`config.mk`:
```
export PLATFORM = sky130hd
export DESIGN_NAME = csc_rgb2ycbcr_param_flat
export DESIGN_NICKNAME = d
export VERILOG_FILES = /design/src/rtl/csc_rgb2ycbcr_param_if.sv /design/src/rtl/csc_rgb2ycbcr_param.sv /design/src/flat_wrapper.sv
export SDC_FILE = /design/constraint.sdc
export NUM_CORES = 1
export LEC_CHECK = 0
export CAP_MARGIN = 20
export CELL_PAD_IN_SITES_DETAIL_PLACEMENT = 0
export CELL_PAD_IN_SITES_GLOBAL_PLACEMENT = 1
export CORE_ASPECT_RATIO = 1.1
export CORE_MARGIN = 3
export CORE_UTILIZATION = 45
export DETAILED_ROUTE_END_ITERATION = 12
export GPL_TIMING_DRIVEN = 0
export PLACE_DENSITY = 0.83
export REMOVE_ABC_BUFFERS = 1
export SETUP_SLACK_MARGIN = 0.02
export SLEW_MARGIN = 20
export SYNTH_ARGS = -nofsm -noshare
export SYNTH_HDL_FRONTEND = slang
export SYNTH_SLANG_ARGS = --single-unit
```
`constraint.sdc`:
```
create_clock -name clk -period 4.5 [get_ports clk]
set_input_delay 0.9 -clock clk [delete_from_list [all_inputs] [get_ports clk]]
set_output_delay 0.9 -clock clk [all_outputs]
set_load 0.005 [all_outputs]
```
`src/rtl/csc_rgb2ycbcr_param_if.sv`:
```
// Video bus for the RGB-to-YCbCr converter: input sync/pixels, mode request,
// delayed output sync, YCbCr pixels and the currently applied matrix.
interface csc_rgb2ycbcr_param_if #(
    parameter int R_W = 5,
    parameter int G_W = 6,
    parameter int B_W = 5
);
    logic           mode_sel;
    logic           pre_frame_vsync;
    logic           pre_frame_hsync;
    logic           pre_frame_de;
    logic [R_W-1:0] img_red;
    logic [G_W-1:0] img_green;
    logic [B_W-1:0] img_blue;
    logic           post_frame_vsync;
    logic           post_frame_hsync;
    logic           post_frame_de;
    logic [7:0]     img_y;
    logic [7:0]     img_cb;
    logic [7:0]     img_cr;
    logic           active_mode;

    modport master (
        output mode_sel, pre_frame_vsync, pre_frame_hsync, pre_frame_de,
               img_red, img_green, img_blue,
        input  post_frame_vsync, post_frame_hsync, post_frame_de,
               img_y, img_cb, img_cr, active_mode
    );

    modport slave (
        input  mode_sel, pre_frame_vsync, pre_frame_hsync, pre_frame_de,
               img_red, img_green, img_blue,
        output post_frame_vsync, post_frame_hsync, post_frame_de,
               img_y, img_cb, img_cr, active_mode
    );
endinterface

```
`src/rtl/csc_rgb2ycbcr_param.sv`:
```
// RGB to YCbCr (BT.601 / BT.709 full range), 4-stage pipeline, matrix latched at vsync rise.
// Define CSC_ROUND_EN for round-to-nearest with saturation; default is truncation.
module csc_rgb2ycbcr_param #(
    parameter int R_W = 5,
    parameter int G_W = 6,
    parameter int B_W = 5
) (
    input  logic                  clk,
    input  logic                  rst_n,
    csc_rgb2ycbcr_param_if.slave  vif
);
    localparam int DATA_W = 8;
    localparam int COEF_W = 8;
    localparam int STAGES = 4;
    localparam int PROD_W = DATA_W + COEF_W;
    localparam int SUM_W  = PROD_W + 1;

    // Coefficient magnitudes; signs are fixed by the sum structure in stage 3.
    typedef struct packed {
        logic [COEF_W-1:0] y_r, y_g, y_b, cb_r, cb_g, cr_g, cr_b;
    } coef_t;

    function automatic coef_t coef_sel(input logic bt709);
        coef_t c;
        if (bt709) begin
            c.y_r = 8'd54;  c.y_g = 8'd183; c.y_b = 8'd18;
            c.cb_r = 8'd29; c.cb_g = 8'd99;
            c.cr_g = 8'd116; c.cr_b = 8'd12;
        end else begin
            c.y_r = 8'd77;  c.y_g = 8'd150; c.y_b = 8'd29;
            c.cb_r = 8'd43; c.cb_g = 8'd85;
            c.cr_g = 8'd107; c.cr_b = 8'd21;
        end
        return c;
    endfunction

    function automatic logic [PROD_W-1:0] mul(input logic [DATA_W-1:0] a,
                                               input logic [COEF_W-1:0] c);
        return {{COEF_W{1'b0}}, a} * {{DATA_W{1'b0}}, c};
    endfunction

    // The +32768 offset lands the final value in 0..65408, so any wrap of
    // intermediate terms in 17 bits cancels out.
    function automatic logic [SUM_W-1:0] chroma_sum(input logic [PROD_W-1:0] pos,
                                                     input logic [PROD_W-1:0] neg_a,
                                                     input logic [PROD_W-1:0] neg_b);
        logic signed [SUM_W-1:0] acc;
        acc = $signed({1'b0, pos}) - $signed({1'b0, neg_a})
            - $signed({1'b0, neg_b}) + 17'sd32768;
        return $unsigned(acc);
    endfunction

    function automatic logic [DATA_W-1:0] round_sat(input logic [SUM_W-1:0] s);
`ifdef CSC_ROUND_EN
        logic [SUM_W-1:0] t;
        t = s + 17'd128;
        return t[16] ? 8'hFF : t[15:8];
`else
        logic unused_bits;
        unused_bits = ^{s[16], s[7:0]};
        return s[15:8];
`endif
    endfunction

    logic [DATA_W-1:0] r_exp, g_exp, b_exp;

    generate
        if (R_W == DATA_W) begin : g_r_pass
            assign r_exp = vif.img_red;
        end else begin : g_r_rep
            assign r_exp = {vif.img_red, vif.img_red[R_W-1 -: DATA_W-R_W]};
        end
        if (G_W == DATA_W) begin : g_g_pass
            assign g_exp = vif.img_green;
        end else begin : g_g_rep
            assign g_exp = {vif.img_green, vif.img_green[G_W-1 -: DATA_W-G_W]};
        end
        if (B_W == DATA_W) begin : g_b_pass
            assign b_exp = vif.img_blue;
        end else begin : g_b_rep
            assign b_exp = {vif.img_blue, vif.img_blue[B_W-1 -: DATA_W-B_W]};
        end
    endgenerate

    logic vs_d, mode_q, vs_rise, mode_eff;

    // The capturing cycle itself already uses the newly requested matrix.
    assign vs_rise  = vif.pre_frame_vsync & ~vs_d;
    assign mode_eff = vs_rise ? vif.mode_sel : mode_q;

    logic [DATA_W-1:0] r_p1, g_p1, b_p1;
    coef_t             coef_p1;
    logic [PROD_W-1:0] yr_p2, yg_p2, yb_p2, cbr_p2, cbg_p2, cbb_p2, crr_p2, crg_p2, crb_p2;
    logic [SUM_W-1:0]  y_p3, cb_p3, cr_p3;
    logic [DATA_W-1:0] y_p4, cb_p4, cr_p4;
    logic [STAGES-1:0] vs_p, hs_p, vld_p;

    always_ff @(posedge clk or negedge rst_n) begin
        if (!rst_n) begin
            vs_d    <= 1'b0;
            mode_q  <= 1'b0;
            r_p1    <= '0;
            g_p1    <= '0;
            b_p1    <= '0;
            coef_p1 <= '0;
            yr_p2   <= '0;
            yg_p2   <= '0;
            yb_p2   <= '0;
            cbr_p2  <= '0;
            cbg_p2  <= '0;
            cbb_p2  <= '0;
            crr_p2  <= '0;
            crg_p2  <= '0;
            crb_p2  <= '0;
            y_p3    <= '0;
            cb_p3   <= '0;
            cr_p3   <= '0;
            y_p4    <= '0;
            cb_p4   <= '0;
            cr_p4   <= '0;
            vs_p    <= '0;
            hs_p    <= '0;
            vld_p   <= '0;
        end else begin
            vs_d <= vif.pre_frame_vsync;
            if (vs_rise) begin
                mode_q <= vif.mode_sel;
            end
            // Stage 1: expanded components and selected coefficient set
            r_p1    <= r_exp;
            g_p1    <= g_exp;
            b_p1    <= b_exp;
            coef_p1 <= coef_sel(mode_eff);
            // Stage 2: nine unsigned products
            yr_p2  <= mul(r_p1, coef_p1.y_r);
            yg_p2  <= mul(g_p1, coef_p1.y_g);
            yb_p2  <= mul(b_p1, coef_p1.y_b);
            cbr_p2 <= mul(r_p1, coef_p1.cb_r);
            cbg_p2 <= mul(g_p1, coef_p1.cb_g);
            cbb_p2 <= mul(b_p1, 8'd128);
            crr_p2 <= mul(r_p1, 8'd128);
            crg_p2 <= mul(g_p1, coef_p1.cr_g);
            crb_p2 <= mul(b_p1, coef_p1.cr_b);
            // Stage 3: 17-bit sums
            y_p3  <= {1'b0, yr_p2} + {1'b0, yg_p2} + {1'b0, yb_p2};
            cb_p3 <= chroma_sum(cbb_p2, cbr_p2, cbg_p2);
            cr_p3 <= chroma_sum(crr_p2, crg_p2, crb_p2);
            // Stage 4: 8-bit outputs
            y_p4  <= round_sat(y_p3);
            cb_p4 <= round_sat(cb_p3);
            cr_p4 <= round_sat(cr_p3);
            vs_p  <= {vs_p[STAGES-2:0], vif.pre_frame_vsync};
            hs_p  <= {hs_p[STAGES-2:0], vif.pre_frame_hsync};
            vld_p <= {vld_p[STAGES-2:0], vif.pre_frame_de};
        end
    end

    assign vif.post_frame_vsync = vs_p[STAGES-1];
    assign vif.post_frame_hsync = hs_p[STAGES-1];
    assign vif.post_frame_de    = vld_p[STAGES-1];
    assign vif.img_y            = vld_p[STAGES-1] ? y_p4  : 8'd0;
    assign vif.img_cb           = vld_p[STAGES-1] ? cb_p4 : 8'd0;
    assign vif.img_cr           = vld_p[STAGES-1] ? cr_p4 : 8'd0;
    assign vif.active_mode      = mode_q;

endmodule

```
`src/flat_wrapper.sv`:
```
// flat-port wrapper written by rule: the top's interface ports become plain ports
module csc_rgb2ycbcr_param_flat 
#(
    parameter int R_W = 5,
    parameter int G_W = 6,
    parameter int B_W = 5
)
  (clk, rst_n, vif_mode_sel, vif_pre_frame_vsync, vif_pre_frame_hsync, vif_pre_frame_de, vif_img_red, vif_img_green, vif_img_blue, vif_post_frame_vsync, vif_post_frame_hsync, vif_post_frame_de, vif_img_y, vif_img_cb, vif_img_cr, vif_active_mode);
  csc_rgb2ycbcr_param_if #(.R_W(R_W), .G_W(G_W), .B_W(B_W)) vif_i ();
  input  logic clk;
  input  logic rst_n;
  input wire logic [$bits(vif_i.mode_sel)-1:0] vif_mode_sel;
  input wire logic [$bits(vif_i.pre_frame_vsync)-1:0] vif_pre_frame_vsync;
  input wire logic [$bits(vif_i.pre_frame_hsync)-1:0] vif_pre_frame_hsync;
  input wire logic [$bits(vif_i.pre_frame_de)-1:0] vif_pre_frame_de;
  input wire logic [$bits(vif_i.img_red)-1:0] vif_img_red;
  input wire logic [$bits(vif_i.img_green)-1:0] vif_img_green;
  input wire logic [$bits(vif_i.img_blue)-1:0] vif_img_blue;
  output wire logic [$bits(vif_i.post_frame_vsync)-1:0] vif_post_frame_vsync;
  output wire logic [$bits(vif_i.post_frame_hsync)-1:0] vif_post_frame_hsync;
  output wire logic [$bits(vif_i.post_frame_de)-1:0] vif_post_frame_de;
  output wire logic [$bits(vif_i.img_y)-1:0] vif_img_y;
  output wire logic [$bits(vif_i.img_cb)-1:0] vif_img_cb;
  output wire logic [$bits(vif_i.img_cr)-1:0] vif_img_cr;
  output wire logic [$bits(vif_i.active_mode)-1:0] vif_active_mode;
  assign vif_i.mode_sel = vif_mode_sel;
  assign vif_i.pre_frame_vsync = vif_pre_frame_vsync;
  assign vif_i.pre_frame_hsync = vif_pre_frame_hsync;
  assign vif_i.pre_frame_de = vif_pre_frame_de;
  assign vif_i.img_red = vif_img_red;
  assign vif_i.img_green = vif_img_green;
  assign vif_i.img_blue = vif_img_blue;
  assign vif_post_frame_vsync = vif_i.post_frame_vsync;
  assign vif_post_frame_hsync = vif_i.post_frame_hsync;
  assign vif_post_frame_de = vif_i.post_frame_de;
  assign vif_img_y = vif_i.img_y;
  assign vif_img_cb = vif_i.img_cb;
  assign vif_img_cr = vif_i.img_cr;
  assign vif_active_mode = vif_i.active_mode;
  csc_rgb2ycbcr_param #(.R_W(R_W), .G_W(G_W), .B_W(B_W)) u_core (.clk(clk), .rst_n(rst_n), .vif(vif_i));
endmodule
```
==> results of run 1 <==
sequential cells by signal, summed over array words and instances (netlist names), 4 cells and up:
name	count
u_core.vs_p	4
u_core.r_p1	5
u_core.cbr_p2	15
u_core.cb_p4	8
u_core.hs_p	4
u_core.y_p4	8
u_core.vld_p	4
u_core.crb_p2	13
u_core.cbb_p2	5
u_core.y_p3	8
u_core.b_p1	5
u_core.cr_p4	8
u_core.g_p1	6
u_core.cb_p3	8
u_core.yb_p2	14
u_core.yg_p2	16
u_core.cr_p3	8
u_core.yr_p2	16
u_core.crr_p2	5
u_core.crg_p2	16
u_core.cbg_p2	16
synthesized netlist by cell type, types with 3 or more instances:
master / count / share of area
o21ai_1: 10 / 0.0028
o21bai_1: 4 / 0.0017
xnor2_1: 73 / 0.036
or3_1: 10 / 0.0036
a211oi_1: 7 / 0.0030
nand4_1: 7 / 0.0025
and2_1: 39 / 0.014
clkbuf_1: 11 / 0.0023
nand2b_1: 9 / 0.0032
and3_1: 9 / 0.0032
dfrtp_1: 195 / 0.28
nor2b_1: 18 / 0.0064
o21ai_0: 18 / 0.0051
o31ai_1: 3 / 0.0013
nor3_1: 28 / 0.0080
inv_1: 419 / 0.089
nor4b_1: 4 / 0.0020
or2_2: 3 / 0.0011
nand2_1: 80 / 0.017
o21a_1: 4 / 0.0017
xor2_1: 19 / 0.0095
a211o_1: 3 / 0.0015
nor2_1: 68 / 0.015
nand3b_1: 6 / 0.0026
ha_1: 311 / 0.22
a2111oi_0: 5 / 0.0025
o211ai_1: 10 / 0.0043
nand3_1: 16 / 0.0046
o211a_1: 4 / 0.0023
a21o_1: 27 / 0.012
a21oi_1: 54 / 0.015
a311o_1: 4 / 0.0023
a31oi_1: 6 / 0.0021
fa_1: 168 / 0.19
critical path, stage by stage (launching register included):
cell and delay, ns:
dfrtp_4 0.51, buf_12 0.16, and2_4 0.19, ha_4 0.23
fa_1 0.50, fa_1 0.56, inv_2 0.05, fa_1 0.52
inv_2 0.05, ha_4 0.22, a21o_1 0.19, or3_4 0.33
o211ai_1 0.30, a21oi_2 0.14, nor4_1 0.23, a311o_1 0.18
logic make-up (layout without fill, tap and decap cells):
family                     count (synthesis)  after routing  share of synthesized area
AOI/OAI and AO/OA                        198            198                     0.0801
xor gates and xnor gates                  92             92                     0.0458
adders and majority gates                479            479                      0.413
buffers and inverters                    433            557                     0.0925
DFF                                      195            195                      0.278
muxes                                      2              2                    0.00114
other                                      1              1                   0.000213
and+or+nand+nor                          313            313                     0.0902
layer usage:
layer | global-route usage | part of all wire | up-vias | wire length, um
met5 | 0 | 0 | - | 0
met4 | 0.0679 | 0.034 | 0 | 1320
met3 | 0.0360 | 0.046 | 62 | 1780
met2 | 0.313 | 0.48 | 243 | 18400
met1 | 0.248 | 0.44 | 5854 | 16900
li1 | - | - | 5698 | -
cell usage in the layout (no fill, tap or decap), types with 44 or more instances in the layout:
cell type	synthesis	routed
a21oi_1	54	46
nand2_1	80	56
nor2_1	68	65
dfrtp_1	195	185
xnor2_1	73	67
fa_1	168	161
clkdlybuf4s50_1	0	48
buf_4	0	44
ha_1	311	287
inv_1	419	390
power breakdown:
part	total [uW]	switching [uW]	internal [uW]
registers	2740	259	2480
clock network	1560	768	796
logic	8910	4860	4060
worst min path at each step:
stage | startpoint | slack [ns] | depth (start not counted) | end
after detailed placement | u_core.cr_p3[11] | 0.33 | 0 | u_core.cr_p4[3]
after global routing | u_core.vld_p[0] | 0.36 | 0 | u_core.vld_p[1]
final | u_core.cb_p3[15] | 0.35 | 0 | u_core.cb_p4[7]
after floorplan | u_core.cb_p3[8] | 0.33 | 0 | u_core.cb_p4[0]
after CTS | u_core.cr_p3[11] | 0.35 | 0 | u_core.cr_p4[3]
after global placement | u_core.cr_p3[12] | 0.33 | 0 | u_core.cr_p4[4]
layout make-up:
| cell class | instances | area, um2 | area share |
|---|---|---|---|
| Multi-Input combinational cell | 1085 | 11800 | 0.574 |
| Sequential cell | 195 | 4900 | 0.238 |
| Inverter | 421 | 1630 | 0.0792 |
| Timing Repair Buffer | 104 | 1010 | 0.0491 |
| Tap cell | 500 | 626 | 0.0304 |
| Clock buffer | 19 | 433 | 0.0211 |
| Clock inverter | 13 | 161 | 0.00786 |
through the flow:
step | setup TNS (ns) | setup slack [ns] | total power [uW]
finish | 0 | 0.0832 | 13200
global route | -0.0852 | -0.0325 | 14600
CTS | -0.106 | -0.0473 | 12700
detailed placement | -27.53 | -1.11 | 10800
global placement | -1069.20 | -5.40 | 10600
floorplan | 0 | 0.165 | 8840
repair_timing:
item                                    in CTS  in global routing
endpoints found under the setup margin      49                 30
setup buffers                               20                 34
resized for setup                           66                140
pin swaps                                    5                 51
==> run_results.csv, run 1 <==
group,metric,value,unit
drt,route.vias.total,11900,
placed_design,hpwlAfterDp,29600,um
sta,setup_viol,0,
setup_path,startpoint,"u_core.coef_p1[50]",
setup_path,end_kind,"register",
finish,layout.nets,2325,
drt,drtPass1Iterations,5,
synthesis,yosys_warnings,0,
drt,wl,38400,um
drt,viasPerCell,5.07,
sta,timing.final.crit_share,0.982,
synthesis,synth_edf_count,0,
floorplan,design.core.area,38400,um2
synthesis,synth_cell_types,78,
global_route,gr-usage-all-layers,0.188,
finish,post-route-util,0.535,
run_status,status,"finished, final reports clean",
finish,fill_cells,3307,
sta,hold_viol,0,
drt,drt_iter0_drc,497,
finish,drive_above_1_share,0.137,
clocking,clk_pin_slew_worst_paths,0.08,ns
setup_path,crit_path_start_kind,"register",
finish,fin_cells,2337,
sta,slew_violations,0,
setup_path,worstReg2RegStart,"u_core.coef_p1[50]",
setup_path,worst_r2r_endpoint,"u_core.yg_p2[14]",
global_route,antenna_found_initial,1,
placed_design,numPortBuffers,49,
power,p_leak,0.0107,uW
floorplan,ios,50,
global_route,grt_pass1_wl,61800,um
clocking,cts_tree,"yes",
synthesis,synth_area,17600,um2
synthesis,synthFlopType,"dfrtp_1",
finish,diodes,0,
clocking,cts_buffers,17,
floorplan,dieArea,41500,um2
setup_path,reg2reg_slack,0.08,ns
setup_path,worst_ep_arrival_time,4.82,ns
sta,final.min_clock_period,4.42,ns
synthesis,synthArstFlopShare,1.00,
placed_design,gp_congestion,0.929,
clocking,cts_max_path_buffers,2,
sta,fmax,0.226,GHz
drt,post_drt_wl_per_cell,16.4,um
job,cap_violations,0,
clocking,cts.sinks,195,
synthesis,syn_area_per_cell,10.3,um2
floorplan,num_rows,75,
clocking,h-tree-depth,4,
finish,final_area,20500,um2
worst_hold_path,min_path_type,"register to register",
global_route,grt_pass1_vias,12200,
synthesis,ys_seq_area_frac,0.278,
global_route,grt_max_degree,104,
drt,drc,0,
setup_path,worst-setup-path-type,"register to register",
placed_design,place_inst,2251,
synthesis,netlist_instances,1713,
placed_design,place_area,18700,um2
clocking,root_buffer,"clkbuf_16",
floorplan,die_y,213,um
setup_path,endpoint,"u_core.yg_p2[14]",
sta,max_slew_margin,0.345,
clocking,holdBufCountCts,0,
setup_path,ff2ff_path_depth,15,
sta,worst_clock_skew,0.0113,ns
setup_path,cp_max_fo,8,
synthesis,ys_ff_latch,195,
clocking,clock_latency,0.47,ns
sta,fin_hold_ws,0.349,ns
finish,area_delta_synth_final,16.8,%
setup_path,required,4.90,ns
floorplan,die_width,194,um
drt,postRouteAntennaNets,0,
sta,tightest_slew,0.982,ns
power,irDropWorstVdd,0.453,mV
sta,rsz0062_at_grt,"yes",
floorplan,start_util,0.458,
power,power_per_cell_area,643,nW/um2
global_route,overflow,0,
No activity file was read; power rests on OpenSTA's default activity.
==> run 2, diff against run 1 <==
--- a/config.mk
+++ b/config.mk
@@ -6,14 +6,15 @@
 export NUM_CORES = 1
 export LEC_CHECK = 0
 export CAP_MARGIN = 20
-export CELL_PAD_IN_SITES_DETAIL_PLACEMENT = 0
-export CELL_PAD_IN_SITES_GLOBAL_PLACEMENT = 1
+export CELL_PAD_IN_SITES_DETAIL_PLACEMENT = 1
+export CELL_PAD_IN_SITES_GLOBAL_PLACEMENT = 2
 export CORE_ASPECT_RATIO = 1.1
-export CORE_MARGIN = 3
-export CORE_UTILIZATION = 45
+export CORE_MARGIN = 8
+export CORE_UTILIZATION = 38
 export DETAILED_ROUTE_END_ITERATION = 12
+export GPL_ROUTABILITY_DRIVEN = 0
 export GPL_TIMING_DRIVEN = 0
-export PLACE_DENSITY = 0.83
+export PLACE_DENSITY = 0.84
 export REMOVE_ABC_BUFFERS = 1
 export SETUP_SLACK_MARGIN = 0.02
 export SLEW_MARGIN = 20
==> run 2 against run 1 <==
Net effect: via count about the same; clock power is 4% higher; critical path depth grew 1; design area is 0.23% lower; clock-buffer cell count is 1 higher; sequential share of layout area about the same; fmax is 0.59% lower; non-clock buffer count is 5 lower; final cell count up 3.6%; register-to-register slack lost 0.03 ns; global-route usage shrank 2.2 points.
==> run_results.csv, run 2 (synthesized netlist as in run 1, its figures left out) <==
group,metric,value,unit
run_status,status,"finished, final reports clean",
setup_path,end_kind,"register",
setup_path,crit_path_start_kind,"register",
job,cap_violations,0,
worst_hold_path,hold_depth,0,
finish,area_delta_synth_final,16.6,%
finish,layout.nets,2320,
clocking,holdBufCountCts,0,
power,internal_power,7390,uW
sta,fin_tns_setup,0,ns
global_route,antenna_found_initial,2,
floorplan,die_y,242,um
sta,slew_violations,0,
floorplan,dieArea,53400,um2
sta,worst_clock_skew,0.0152,ns
setup_path,max_stage_delay,0.51,ns
setup_path,slowest_stage,"fa_1",
finish,post-route-util,0.449,
setup_path,worstReg2RegStart,"u_core.coef_p1[50]",
sta,max_slew_margin,0.357,
drt,postRouteAntennaNets,0,
worst_hold_path,min_path_type,"register to register",
power,switchingPower,6010,uW
drt,route.vias.total,11900,
finish,final_area,20500,um2
clocking,clk_pin_slew_worst_paths,0.08,ns
sta,timing.final.crit_share,0.987,
clocking,root_buffer,"clkbuf_16",
sta,rsz0062_at_grt,"yes",
setup_path,startpoint,"u_core.coef_p1[50]",
clocking,clock_latency,0.47,ns
floorplan,num_rows,82,
drt,drt_iter0_drc,421,
placed_design,place_area,18800,um2
power,p_leak,0.0107,uW
power,power_per_cell_area,654,nW/um2
setup_path,ff2ff_path_depth,16,
floorplan,die_width,221,um
finish,final_cell_mix,"395 x inv_1, 290 x ha_1, 188 x dfrtp_1",
placed_design,place_inst,2339,
placed_design,hpwlAfterDp,34000,um
global_route,grt_pass1_vias,13300,
power,irDropWorstVdd,0.306,mV
setup_path,required,4.83,ns
setup_path,worst-setup-path-type,"register to register",
power,clkPwrFrac,0.121,
power,power_frac_seq,0.205,
global_route,grt_max_degree,104,
setup_path,cp_max_fo,5,
placed_design,numPortBuffers,49,
finish,fin_cells,2421,
finish,drive_above_1_share,0.125,
drt,drc,0,
drt,post_drt_wl_per_cell,18.0,um
power,switching_share,0.448,
clocking,cts.sinks,195,
worst_hold_path,min-delay-start,"u_core.y_p3[12]",
clocking,cts_buffers,17,
clocking,h-tree-depth,4,
drt,drtPass1Iterations,4,
placed_design,dpl_worst_slack,-1.12,ns
floorplan,start_util,0.385,
setup_path,crit_chain,"buf_4, buf_4, and2_4, fa_2, inv_1, fa_1, inv_1, ha_1, fa_1, ha_4, nor2b_1, o21ai_1, a21boi_2, o21ai_2, a211oi_2, xor2_2",
sta,final.min_clock_period,4.44,ns
clocking,cts_max_path_buffers,2,
finish,fill_cells,4996,
floorplan,design.core.area,45700,um2
setup_path,reg2reg_slack,0.06,ns
sta,setup_viol,0,
finish,mostFrequentLayoutCell,"inv_1",
worst_hold_path,holdPathEnd,"u_core.y_p4[4]",
sta,fin_ws,0.0568,ns
floorplan,ios,50,
clocking,cts_tree,"yes",
drt,wl,43500,um
global_route,overflow,0,
sta,tightest_slew,0.965,ns
global_route,grt_pass1_wl,70700,um
sta,fmax,0.225,GHz
setup_path,worst_r2r_endpoint,"u_core.yb_p2[11]",
sta,hold_viol,0,
global_route,gr-usage-all-layers,0.166,
drt,viasPerCell,4.90,
power,combPwrFrac,0.673,
setup_path,worst_ep_arrival_time,4.78,ns
==> run 2: changes by cell type in the layout (fill, tap and decap cells not counted), sizes merged <==
cell      delta
buf          -5
inv          -5
clkinv       +2
bufinv       +1
clkbuf       +1
clkinvlp     +1
diode        +1
==> run 2: timing repair <==
item / in CTS / in global routing
setup buffers: 35 / 14
gates resized for setup: 84 / 88
cloned: 0 / 0
endpoints found under the hold margin: 0 / 0
setup endpoints to repair: 54 / 30
pin swaps: 12 / 31
==> run 2: worst max path at each step <==
stage	slack, ns	end	cells past startpoint
floorplan	0.16	u_core.yg_p2[14]	14
global placement	-5.59	u_core.cbr_p2[14]	1
detailed placement	-1.12	u_core.cbg_p2[14]	16
CTS	0.009	u_core.yb_p2[12]	18
global route	-0.08	u_core.crg_p2[12]	17
finish	0.06	u_core.yb_p2[11]	16
==> run 2: power by group through the flow <==
| stage | clock network, uW | registers (uW) | logic (uW) |
|---|---|---|---|
| 3_5_place_dp | 0 | 2800 | 8220 |
| 6_report | 1630 | 2750 | 9020 |
| 5_1_grt | 1730 | 2820 | 10200 |
| 3_3_place_gp | 0 | 2790 | 7890 |
| 4_1_cts | 1680 | 2760 | 8720 |
| 2_1_floorplan | 0 | 2670 | 6170 |
==> run 2: metrics by stage <==
stage	total power [uW]	hold slack [ns]
3_3_place_gp	10700	0.332
5_1_grt	14800	0.351
4_1_cts	13200	0.345
6_report	13400	0.344
2_1_floorplan	8840	0.331
3_5_place_dp	11000	0.336
==> run 2: final cells by class <==
class / count / area [um2] / area share
flip-flops and latches: 195 / 4900 / 0.239
well taps: 588 / 736 / 0.0359
repair buffers: 99 / 938 / 0.0458
diodes: 1 / 2.50 / 0.000122
clock inverters: 12 / 168 / 0.00818
clock buffers: 20 / 457 / 0.0223
multi-input cells: 1085 / 11700 / 0.570
inverters: 421 / 1620 / 0.0791
==> run 2: layer usage <==
layer / track usage / share of wire
met4: 0.0524 / 0.023
met3: 0.0215 / 0.020
met5: 0 / 0
met1: 0.203 / 0.44
met2: 0.300 / 0.52
==> run 2: critical path: cells and delay by family (launching register included) <==
kind / cells / cell delay (ns)
flip-flops: 1 / 0.50
AO/OA/AOI/OAI: 4 / 0.72
AND/OR/NAND/NOR: 2 / 0.32
buffers and inverters: 4 / 0.52
adder cells (fa/ha/maj): 5 / 1.86
XOR/XNOR: 1 / 0.37
